File: config.mk
export PLATFORM = sky130hd
export DESIGN_NAME = rob_multi_flat
export DESIGN_NICKNAME = d
export VERILOG_FILES = /design/src/rtl/rob_multi_if.sv /design/src/rtl/rob_multi.sv /design/src/flat_wrapper.sv
export SDC_FILE = /design/constraint.sdc
export NUM_CORES = 1
export LEC_CHECK = 0
export CORE_MARGIN = 2
export CORE_UTILIZATION = 45
export CTS_CLUSTER_DIAMETER = 60
export DETAILED_ROUTE_END_ITERATION = 8
export SLEW_MARGIN = 20
export SYNTH_ARGS = -nofsm -noshare
export SYNTH_HDL_FRONTEND = slang
export SYNTH_SLANG_ARGS = --single-unit
File: constraint.sdc
create_clock -name clk -period 4.7 [get_ports clk]
set_input_delay 0.94 -clock clk [delete_from_list [all_inputs] [get_ports clk]]
set_output_delay 0.94 -clock clk [all_outputs]
set_load 0.02 [all_outputs]
File: src/rtl/rob_multi_if.sv
// Dispatch, completion, flush and retirement signals of the reorder buffer.
// The master side dispatches and completes; the slave side is the buffer itself.
interface rob_multi_if #(
  parameter int unsigned DEPTH  = 16,
  parameter int unsigned NUM_CH = 3,
  parameter int unsigned RET_W  = 2,
  parameter int unsigned PREG_W = 7
);
  localparam int unsigned TAG_W = $clog2(DEPTH);

  logic                      alloc_valid;
  logic                      alloc_ready;
  logic                      alloc_has_rd;
  logic [PREG_W-1:0]         alloc_pd_old;
  logic [TAG_W-1:0]          alloc_tag;

  logic [NUM_CH-1:0]         cmpl_valid;
  logic [NUM_CH*TAG_W-1:0]   cmpl_tag;

  logic                      mispredict;
  logic [TAG_W-1:0]          mispredict_tag;

  logic [RET_W-1:0]          retire_valid;
  logic [RET_W*TAG_W-1:0]    retire_tag;
  logic [RET_W*PREG_W-1:0]   retire_pd_old;
  logic [RET_W-1:0]          retire_has_rd;

  logic [TAG_W:0]            count;
  logic                      empty;

  modport master (
    output alloc_valid, alloc_has_rd, alloc_pd_old,
    output cmpl_valid, cmpl_tag,
    output mispredict, mispredict_tag,
    input  alloc_ready, alloc_tag,
    input  retire_valid, retire_tag, retire_pd_old, retire_has_rd,
    input  count, empty
  );

  modport slave (
    input  alloc_valid, alloc_has_rd, alloc_pd_old,
    input  cmpl_valid, cmpl_tag,
    input  mispredict, mispredict_tag,
    output alloc_ready, alloc_tag,
    output retire_valid, retire_tag, retire_pd_old, retire_has_rd,
    output count, empty
  );
endinterface

File: src/rtl/rob_multi.sv
// Reorder buffer: in-order allocate, out-of-order multi-channel completion,
// in-order retirement of up to RET_W entries per cycle, and branch-flush truncation.
module rob_multi #(
  parameter int unsigned DEPTH  = 16,
  parameter int unsigned NUM_CH = 3,
  parameter int unsigned RET_W  = 2,
  parameter int unsigned PREG_W = 7
) (
  input  logic       clk,
  input  logic       reset,
  rob_multi_if.slave rob
);
  localparam int unsigned TAG_W = $clog2(DEPTH);
  localparam int unsigned PTR_W = TAG_W + 1;

  // Pointers carry a wrap bit above the index bits.
  logic [PTR_W-1:0]  head_q;
  logic [PTR_W-1:0]  tail_q;
  logic [DEPTH-1:0]  valid_q;
  logic [DEPTH-1:0]  done_q;
  logic [DEPTH-1:0]  has_rd_q;
  logic [PREG_W-1:0] pd_old_q [DEPTH];

  logic [RET_W-1:0]        ret_valid_q;
  logic [RET_W*TAG_W-1:0]  ret_tag_q;
  logic [RET_W*PREG_W-1:0] ret_pd_old_q;
  logic [RET_W-1:0]        ret_has_rd_q;

  logic [TAG_W-1:0]  head_idx;
  logic [TAG_W-1:0]  tail_idx;
  logic [PTR_W-1:0]  count_c;
  logic              full;
  logic              alloc_ready_c;
  logic              alloc_fire;

  logic              flush_en;
  logic [TAG_W-1:0]  flush_dist;
  logic [PTR_W-1:0]  flush_tail;
  logic [DEPTH-1:0]  flush_kill;

  logic [RET_W-1:0]  ret_slot;
  logic [TAG_W-1:0]  ret_idx [RET_W];
  logic [PTR_W-1:0]  ret_cnt;
  logic              ret_run;

  logic [TAG_W-1:0]  cmpl_idx [NUM_CH];
  logic [DEPTH-1:0]  valid_d;
  logic [DEPTH-1:0]  done_d;

  assign head_idx      = head_q[TAG_W-1:0];
  assign tail_idx      = tail_q[TAG_W-1:0];
  assign count_c       = tail_q - head_q;
  assign full          = (count_c == PTR_W'(DEPTH));
  assign alloc_ready_c = !full && !rob.mispredict;
  assign alloc_fire    = rob.alloc_valid && alloc_ready_c;

  // Flush keeps the branch and everything older; the new tail sits just past the branch.
  always_comb begin
    flush_dist = rob.mispredict_tag - head_idx;
    flush_en   = rob.mispredict && valid_q[rob.mispredict_tag] &&
                 (rob.mispredict_tag != TAG_W'(tail_idx - TAG_W'(1)));
    flush_tail = head_q + PTR_W'(flush_dist) + PTR_W'(1);
    flush_kill = '0;
    for (int j = 0; j < DEPTH; j++) begin
      if (TAG_W'(TAG_W'(j) - head_idx) > flush_dist) begin
        flush_kill[j] = flush_en;
      end
    end
  end

  // Retire scan over registered state; stops at the first entry not ready and never
  // passes a branch that is being flushed this cycle.
  always_comb begin
    ret_run  = 1'b1;
    ret_cnt  = '0;
    ret_slot = '0;
    for (int s = 0; s < RET_W; s++) begin
      ret_idx[s] = head_idx + TAG_W'(s);
      if (ret_run && valid_q[ret_idx[s]] && done_q[ret_idx[s]] &&
          !(flush_en && (TAG_W'(s) > flush_dist))) begin
        ret_slot[s] = 1'b1;
        ret_cnt     = ret_cnt + PTR_W'(1);
      end else begin
        ret_run = 1'b0;
      end
    end
  end

  // Next valid/done: retire, then completion, then flush, then alloc.
  always_comb begin
    valid_d = valid_q;
    done_d  = done_q;
    for (int s = 0; s < RET_W; s++) begin
      if (ret_slot[s]) begin
        valid_d[ret_idx[s]] = 1'b0;
      end
    end
    for (int c = 0; c < NUM_CH; c++) begin
      cmpl_idx[c] = rob.cmpl_tag[c*TAG_W +: TAG_W];
      if (rob.cmpl_valid[c] && valid_q[cmpl_idx[c]]) begin
        done_d[cmpl_idx[c]] = 1'b1;
      end
    end
    valid_d = valid_d & ~flush_kill;
    done_d  = done_d & ~flush_kill;
    if (alloc_fire) begin
      valid_d[tail_idx] = 1'b1;
      done_d[tail_idx]  = 1'b0;
    end
  end

  always_ff @(posedge clk) begin
    if (!reset) begin
      head_q       <= '0;
      tail_q       <= '0;
      valid_q      <= '0;
      done_q       <= '0;
      has_rd_q     <= '0;
      ret_valid_q  <= '0;
      ret_tag_q    <= '0;
      ret_pd_old_q <= '0;
      ret_has_rd_q <= '0;
      for (int j = 0; j < DEPTH; j++) begin
        pd_old_q[j] <= '0;
      end
    end else begin
      valid_q <= valid_d;
      done_q  <= done_d;
      head_q  <= head_q + ret_cnt;
      tail_q  <= flush_en ? flush_tail : tail_q + PTR_W'(alloc_fire);
      for (int s = 0; s < RET_W; s++) begin
        ret_valid_q[s]                    <= ret_slot[s];
        ret_tag_q[s*TAG_W +: TAG_W]       <= ret_slot[s] ? ret_idx[s] : '0;
        ret_pd_old_q[s*PREG_W +: PREG_W]  <= ret_slot[s] ? pd_old_q[ret_idx[s]] : '0;
        ret_has_rd_q[s]                   <= ret_slot[s] & has_rd_q[ret_idx[s]];
      end
      if (alloc_fire) begin
        has_rd_q[tail_idx] <= rob.alloc_has_rd;
        pd_old_q[tail_idx] <= rob.alloc_pd_old;
      end
    end
  end

  assign rob.alloc_ready   = alloc_ready_c;
  assign rob.alloc_tag     = tail_idx;
  assign rob.count         = count_c;
  assign rob.empty         = (count_c == '0);
  assign rob.retire_valid  = ret_valid_q;
  assign rob.retire_tag    = ret_tag_q;
  assign rob.retire_pd_old = ret_pd_old_q;
  assign rob.retire_has_rd = ret_has_rd_q;

endmodule

File: src/flat_wrapper.sv
// flat-port wrapper written by rule: the top's interface ports become plain ports
module rob_multi_flat 
#(
  parameter int unsigned DEPTH  = 16,
  parameter int unsigned NUM_CH = 3,
  parameter int unsigned RET_W  = 2,
  parameter int unsigned PREG_W = 7
)
  (clk, reset, rob_alloc_valid, rob_alloc_has_rd, rob_alloc_pd_old, rob_cmpl_valid, rob_cmpl_tag, rob_mispredict, rob_mispredict_tag, rob_alloc_ready, rob_alloc_tag, rob_retire_valid, rob_retire_tag, rob_retire_pd_old, rob_retire_has_rd, rob_count, rob_empty);
  rob_multi_if #(.DEPTH(DEPTH), .NUM_CH(NUM_CH), .RET_W(RET_W), .PREG_W(PREG_W)) rob_i ();
  input  logic clk;
  input  logic reset;
  input wire logic [$bits(rob_i.alloc_valid)-1:0] rob_alloc_valid;
  input wire logic [$bits(rob_i.alloc_has_rd)-1:0] rob_alloc_has_rd;
  input wire logic [$bits(rob_i.alloc_pd_old)-1:0] rob_alloc_pd_old;
  input wire logic [$bits(rob_i.cmpl_valid)-1:0] rob_cmpl_valid;
  input wire logic [$bits(rob_i.cmpl_tag)-1:0] rob_cmpl_tag;
  input wire logic [$bits(rob_i.mispredict)-1:0] rob_mispredict;
  input wire logic [$bits(rob_i.mispredict_tag)-1:0] rob_mispredict_tag;
  output wire logic [$bits(rob_i.alloc_ready)-1:0] rob_alloc_ready;
  output wire logic [$bits(rob_i.alloc_tag)-1:0] rob_alloc_tag;
  output wire logic [$bits(rob_i.retire_valid)-1:0] rob_retire_valid;
  output wire logic [$bits(rob_i.retire_tag)-1:0] rob_retire_tag;
  output wire logic [$bits(rob_i.retire_pd_old)-1:0] rob_retire_pd_old;
  output wire logic [$bits(rob_i.retire_has_rd)-1:0] rob_retire_has_rd;
  output wire logic [$bits(rob_i.count)-1:0] rob_count;
  output wire logic [$bits(rob_i.empty)-1:0] rob_empty;
  assign rob_i.alloc_valid = rob_alloc_valid;
  assign rob_i.alloc_has_rd = rob_alloc_has_rd;
  assign rob_i.alloc_pd_old = rob_alloc_pd_old;
  assign rob_i.cmpl_valid = rob_cmpl_valid;
  assign rob_i.cmpl_tag = rob_cmpl_tag;
  assign rob_i.mispredict = rob_mispredict;
  assign rob_i.mispredict_tag = rob_mispredict_tag;
  assign rob_alloc_ready = rob_i.alloc_ready;
  assign rob_alloc_tag = rob_i.alloc_tag;
  assign rob_retire_valid = rob_i.retire_valid;
  assign rob_retire_tag = rob_i.retire_tag;
  assign rob_retire_pd_old = rob_i.retire_pd_old;
  assign rob_retire_has_rd = rob_i.retire_has_rd;
  assign rob_count = rob_i.count;
  assign rob_empty = rob_i.empty;
  rob_multi #(.DEPTH(DEPTH), .NUM_CH(NUM_CH), .RET_W(RET_W), .PREG_W(PREG_W)) u_core (.clk(clk), .reset(reset), .rob(rob_i));
endmodule
==> report_table.html <==
<table>
<tr><th>Metric</th><th>Value</th></tr>
<tr><th colspan="2">STA</th></tr>
<tr><td>Share of the clock period used by the worst path</td><td>89.1%</td></tr>
<tr><td>Worst-Margin Slew</td><td>1.02 ns</td></tr>
<tr><td>Shortest clock period the worst path allows after layout</td><td>4.19 ns</td></tr>
<tr><td>Hold Vio Cnt, Final</td><td>0</td></tr>
<tr><td>Unrepaired setup endpoints after global routing</td><td>no</td></tr>
<tr><td>Final setup margin</td><td>0.514 ns</td></tr>
<tr><td>Fmax</td><td>0.239 GHz</td></tr>
<tr><td>Setup total negative slack</td><td>0 ns</td></tr>
<tr><td>Worst slew margin relative to its limit</td><td>31.5%</td></tr>
<tr><td>Final number of setup-violating endpoints</td><td>0</td></tr>
<tr><td>Setup clock skew after layout</td><td>0.0196 ns</td></tr>
<tr><td>Final Max Tran Viols</td><td>0</td></tr>
<tr><th colspan="2">Clock tree</th></tr>
<tr><td>Root Buffer</td><td>sky130_fd_sc_hd__clkbuf_16</td></tr>
<tr><td>CTS tree</td><td>done</td></tr>
<tr><td>Post_cts resized</td><td>0</td></tr>
<tr><td>H-tree lvl count</td><td>4</td></tr>
<tr><td>Clk sink count</td><td>196</td></tr>
<tr><td>Reg clk slew, reported paths</td><td>0.08 ns</td></tr>
<tr><td>Number of buffers added for setup after CTS</td><td>0</td></tr>
<tr><td>Number of hold buffers added after CTS</td><td>0</td></tr>
<tr><td>Bufs on Longest Clock Path</td><td>2</td></tr>
<tr><td>Clock network latency to the later pin of the worst-skew pair</td><td>0.45 ns</td></tr>
<tr><td>CTS Buf Count</td><td>17</td></tr>
<tr><th colspan="2">Critical path</th></tr>
<tr><td>CP Cell Sequence</td><td>inv_1 &gt; ha_1 &gt; inv_1 &gt; fa_1 &gt; a21o_1 &gt; a21oi_1 &gt; xnor2_1 &gt; o211a_2 &gt; nor2_1 &gt; clkdlybuf4s50_1</td></tr>
<tr><td>Peak fanout along the critical path</td><td>10</td></tr>
<tr><td>Slowest CP cell</td><td>sky130_fd_sc_hd__clkdlybuf4s50_1</td></tr>
<tr><td>Arrival time of the worst setup path</td><td>3.25 ns</td></tr>
<tr><td>Cells on worst reg2reg path</td><td>14</td></tr>
<tr><td>Launch instance of the worst register-to-register path</td><td>u_core.head_q[0]</td></tr>
<tr><td>Critical path endpoint category</td><td>output pin</td></tr>
<tr><td>Crit path largest cell delay</td><td>0.54 ns</td></tr>
<tr><td>Required arrival time at the worst endpoint</td><td>3.76 ns</td></tr>
<tr><td>Type of the setup path with the least slack</td><td>flip-flop to output pin</td></tr>
<tr><td>Critical path startpoint</td><td>u_core.tail_q[0]</td></tr>
<tr><td>Capture point of the worst reg-to-reg path</td><td>u_core.head_q[4]</td></tr>
<tr><td>Setup crit end</td><td>rob_alloc_ready</td></tr>
<tr><td>Cell type with the highest occurrence count on the critical path</td><td>sky130_fd_sc_hd__inv_1</td></tr>
<tr><td>CP startpoint kind</td><td>flip-flop</td></tr>
<tr><td>Reg2Reg Setup Slack</td><td>0.77 ns</td></tr>
<tr><th colspan="2">Floorplanning</th></tr>
<tr><td>Vertical extent of the die</td><td>169 µm</td></tr>
<tr><td>Starting Density</td><td>45.7%</td></tr>
<tr><td>Die width</td><td>169 µm</td></tr>
<tr><td>Core area</td><td>27000 µm²</td></tr>
<tr><td>I/O pin total</td><td>68</td></tr>
<tr><td>Area enclosed by the die boundary</td><td>28700 µm²</td></tr>
<tr><td>Placement Rows</td><td>60</td></tr>
<tr><th colspan="2">Placement</th></tr>
<tr><td>Post-placement setup slack</td><td>0.224 ns</td></tr>
<tr><td>Placed Cells</td><td>1424</td></tr>
<tr><td>Final estimated routing congestion in global placement</td><td>0.952</td></tr>
<tr><td>Number of port buffers</td><td>67</td></tr>
<tr><td>Area after detailed placement</td><td>13300 µm²</td></tr>
<tr><td>DPL Wire Length</td><td>27.1 mm</td></tr>
<tr><th colspan="2">Status</th></tr>
<tr><td>Run status</td><td>completed</td></tr>
<tr><th colspan="2">Finish</th></tr>
<tr><td>Post-Layout Cell Count</td><td>1457</td></tr>
<tr><td>Filler Cell Count</td><td>2331</td></tr>
<tr><td>Share of final-layout standard cells stronger than drive strength 1</td><td>18.0%</td></tr>
<tr><td>ANT cells</td><td>0</td></tr>
<tr><td>Relative area change from synthesis to final layout</td><td>13.1%</td></tr>
<tr><td>Final design area excluding fillers</td><td>13900 µm²</td></tr>
<tr><td>Number of nets in the layout</td><td>1186</td></tr>
<tr><th colspan="2">Logic synthesis</th></tr>
<tr><td>Number of synthesized flops with an enable pin</td><td>112</td></tr>
<tr><td>Post-synth design cell area</td><td>12300 µm²</td></tr>
<tr><td>Flip-flop and latch count after synthesis</td><td>196</td></tr>
<tr><td>Share of the yosys chip area belonging to registers</td><td>40.9%</td></tr>
<tr><td>Unique cell type count in the Yosys netlist</td><td>80</td></tr>
<tr><td>Flip-flop cell with the highest count after synthesis</td><td>sky130_fd_sc_hd__edfxtp_1</td></tr>
<tr><td>Nets in the synthesized netlist</td><td>1132</td></tr>
<tr><td>FFs w/ async S/R, synth</td><td>0%</td></tr>
<tr><td>Count of yosys warnings during synthesis</td><td>0</td></tr>
<tr><td>Post-Syn Instances</td><td>1049</td></tr>
<tr><td>Mean post-synth cell area</td><td>11.7 µm²</td></tr>
<tr><th colspan="2">Min path</th></tr>
<tr><td>HP Class</td><td>flip-flop to flip-flop</td></tr>
<tr><td>Worst hold path stage count</td><td>2</td></tr>
<tr><th colspan="2">Drt</th></tr>
<tr><td>Detailed-route vias per instance</td><td>6.31</td></tr>
<tr><td>Sum of routed wire length over all layers</td><td>38.1 mm</td></tr>
<tr><td>Drt wl/cell</td><td>26.1 µm</td></tr>
<tr><td>Number of violations reported at the end of detailed-routing iteration 0</td><td>1125</td></tr>
<tr><td>Number of vias in the routed layout</td><td>9196</td></tr>
<tr><td>First-pass detailed-route iteration total</td><td>5</td></tr>
<tr><td>Number of routed nets with antenna violations</td><td>0</td></tr>
<tr><td>Detailed-route DRC error count</td><td>0</td></tr>
<tr><th colspan="2">GRT</th></tr>
<tr><td>Via count of the first global-routing pass</td><td>8945</td></tr>
<tr><td>Wire length of the first global-routing pass</td><td>56.8 mm</td></tr>
<tr><td>Initial antenna violation count</td><td>1</td></tr>
<tr><td>Pin count of the biggest net entering global routing</td><td>61</td></tr>
<tr><td>Global Route Usage Sum</td><td>27.1%</td></tr>
<tr><td>Final global-route overflow total</td><td>0</td></tr>
<tr><th colspan="2">Power and ir drop</th></tr>
<tr><td>Worst-case vdd ir drop</td><td>0.000200 V</td></tr>
<tr><td>Power density relative to cell area</td><td>269 nW/µm²</td></tr>
<tr><td>Leak Pwr</td><td>5.11 nW</td></tr>
<tr><td>Power, Total</td><td>3.75 mW</td></tr>
<tr><th colspan="2">Job</th></tr>
<tr><td>Max Cap Viol</td><td>0</td></tr>
</table>
==> area by class of cell <==
class | instances | area, µm² | area share, %
Inverter | 54 | 203 | 1.45
Timing Repair Buffer | 105 | 951 | 6.82
Clock buffer | 17 | 425 | 3.05
Tap cell | 341 | 427 | 3.06
Multi-Input combinational cell | 729 | 6690 | 48.0
Sequential cell | 196 | 5050 | 36.2
Clock inverter | 15 | 190 | 1.36
==> metrics by stage <==
stage	hold WS, ns	util [%]
3_5_place_dp	0.467	49.4
2_1_floorplan	0.445	-
5_1_grt	0.505	51.7
3_3_place_gp	0.463	49.4
6_report	0.482	51.7
4_1_cts	0.481	51.7
==> state kept, by name, indices dropped and copies added, names as in the netlist <==
register                  flops
u_core.done_q                16
u_core.has_rd_q              16
u_core.head_q                 5
u_core.pd_old_q             112
u_core.rob.retire_has_rd      2
u_core.rob.retire_pd_old     14
u_core.rob.retire_tag         8
u_core.rob.retire_valid       2
u_core.tail_q                 5
u_core.valid_q               16
==> worst min path at each step <==
stage	start	endpoint	slack, ns
floorplan	u_core.has_rd_q[8]	u_core.has_rd_q[8]	0.45
global placement	u_core.has_rd_q[11]	u_core.has_rd_q[11]	0.46
detailed placement	u_core.has_rd_q[10]	u_core.has_rd_q[10]	0.47
CTS	u_core.has_rd_q[10]	u_core.has_rd_q[10]	0.48
global route	u_core.has_rd_q[10]	u_core.has_rd_q[10]	0.51
finish	u_core.has_rd_q[10]	u_core.has_rd_q[10]	0.48
==> cell families (layout without fill, tap and decap cells) <==
group	count (synthesis)	in the layout	share of synthesized area [%]
adder cells (fa/ha/maj)	61	61	6.32
XOR/XNOR	31	31	2.48
AND/OR/NAND/NOR	386	386	18.3
flip-flops	196	196	40.9
multiplexers	108	108	18.6
AO/OA/AOI/OAI	143	143	8.47
buffers and inverters	124	191	4.83
==> cell usage after synthesis, drive strengths merged (9+ instances only) <==
| master | count | share of area (%) |
|---|---|---|
| mux4 | 97 | 18 |
| a21o | 12 | 0.73 |
| o22ai | 20 | 1.0 |
| buf | 38 | 2.2 |
| nor2b | 16 | 0.81 |
| mux2i | 9 | 0.73 |
| nand2 | 45 | 1.4 |
| ha | 47 | 4.8 |
| nor3 | 26 | 1.3 |
| a21oi | 17 | 0.69 |
| a22o | 9 | 0.64 |
| edfxtp | 112 | 27 |
| nand4 | 18 | 0.96 |
| xor2 | 11 | 0.84 |
| and3 | 23 | 1.2 |
| a31oi | 14 | 0.71 |
| o21ai | 16 | 0.65 |
| dfxtp | 84 | 14 |
| clkbuf | 32 | 0.98 |
| inv | 53 | 1.6 |
| nand3 | 24 | 1.0 |
| nand3b | 16 | 0.97 |
| nor2 | 52 | 1.6 |
| xnor2 | 20 | 1.6 |
| maj3 | 9 | 0.73 |
| nor3b | 14 | 0.85 |
| and2 | 121 | 6.1 |
==> per-layer routing <==
layer | vias to the layer above | global-route usage, % | wire length (µm)
li1 | 4079 | - | -
met3 | 59 | 6.83 | 3620
met5 | - | 0.870 | 31
met2 | 517 | 40.4 | 16900
met1 | 4538 | 38.9 | 16600
met4 | 3 | 8.32 | 996
==> report_power, final <==
group / switching, mW / internal [mW] / leakage (nW)
clock: 0.797 / 0.736 / 0.295
sequential: 0.0288 / 1.85 / 1.84
combinational: 0.200 / 0.145 / 2.98
==> cells in the final DEF, fill, tap and decap left out, types with 20 or more instances in the layout <==
cell type,instances
sky130_fd_sc_hd__and2_1,121
sky130_fd_sc_hd__and3_1,23
sky130_fd_sc_hd__buf_4,37
sky130_fd_sc_hd__clkdlybuf4s50_1,66
sky130_fd_sc_hd__dfxtp_1,82
sky130_fd_sc_hd__edfxtp_1,112
sky130_fd_sc_hd__ha_1,46
sky130_fd_sc_hd__inv_1,51
sky130_fd_sc_hd__mux4_2,97
sky130_fd_sc_hd__nand2_1,44
sky130_fd_sc_hd__nand3_1,23
sky130_fd_sc_hd__nor2_1,52
sky130_fd_sc_hd__nor3_1,20
sky130_fd_sc_hd__o22ai_1,20
==> worst max-delay path: cells and delay by family (launching register included) <==
kind | cells | cell delay, ns
compound gates | 3 | 0.77
xor+xnor | 1 | 0.21
fa+ha+maj | 2 | 0.59
buf+inv | 3 | 0.76
flops | 1 | 0.40
simple gates | 1 | 0.07
Note: power is estimated with default switching activity, not from simulation.
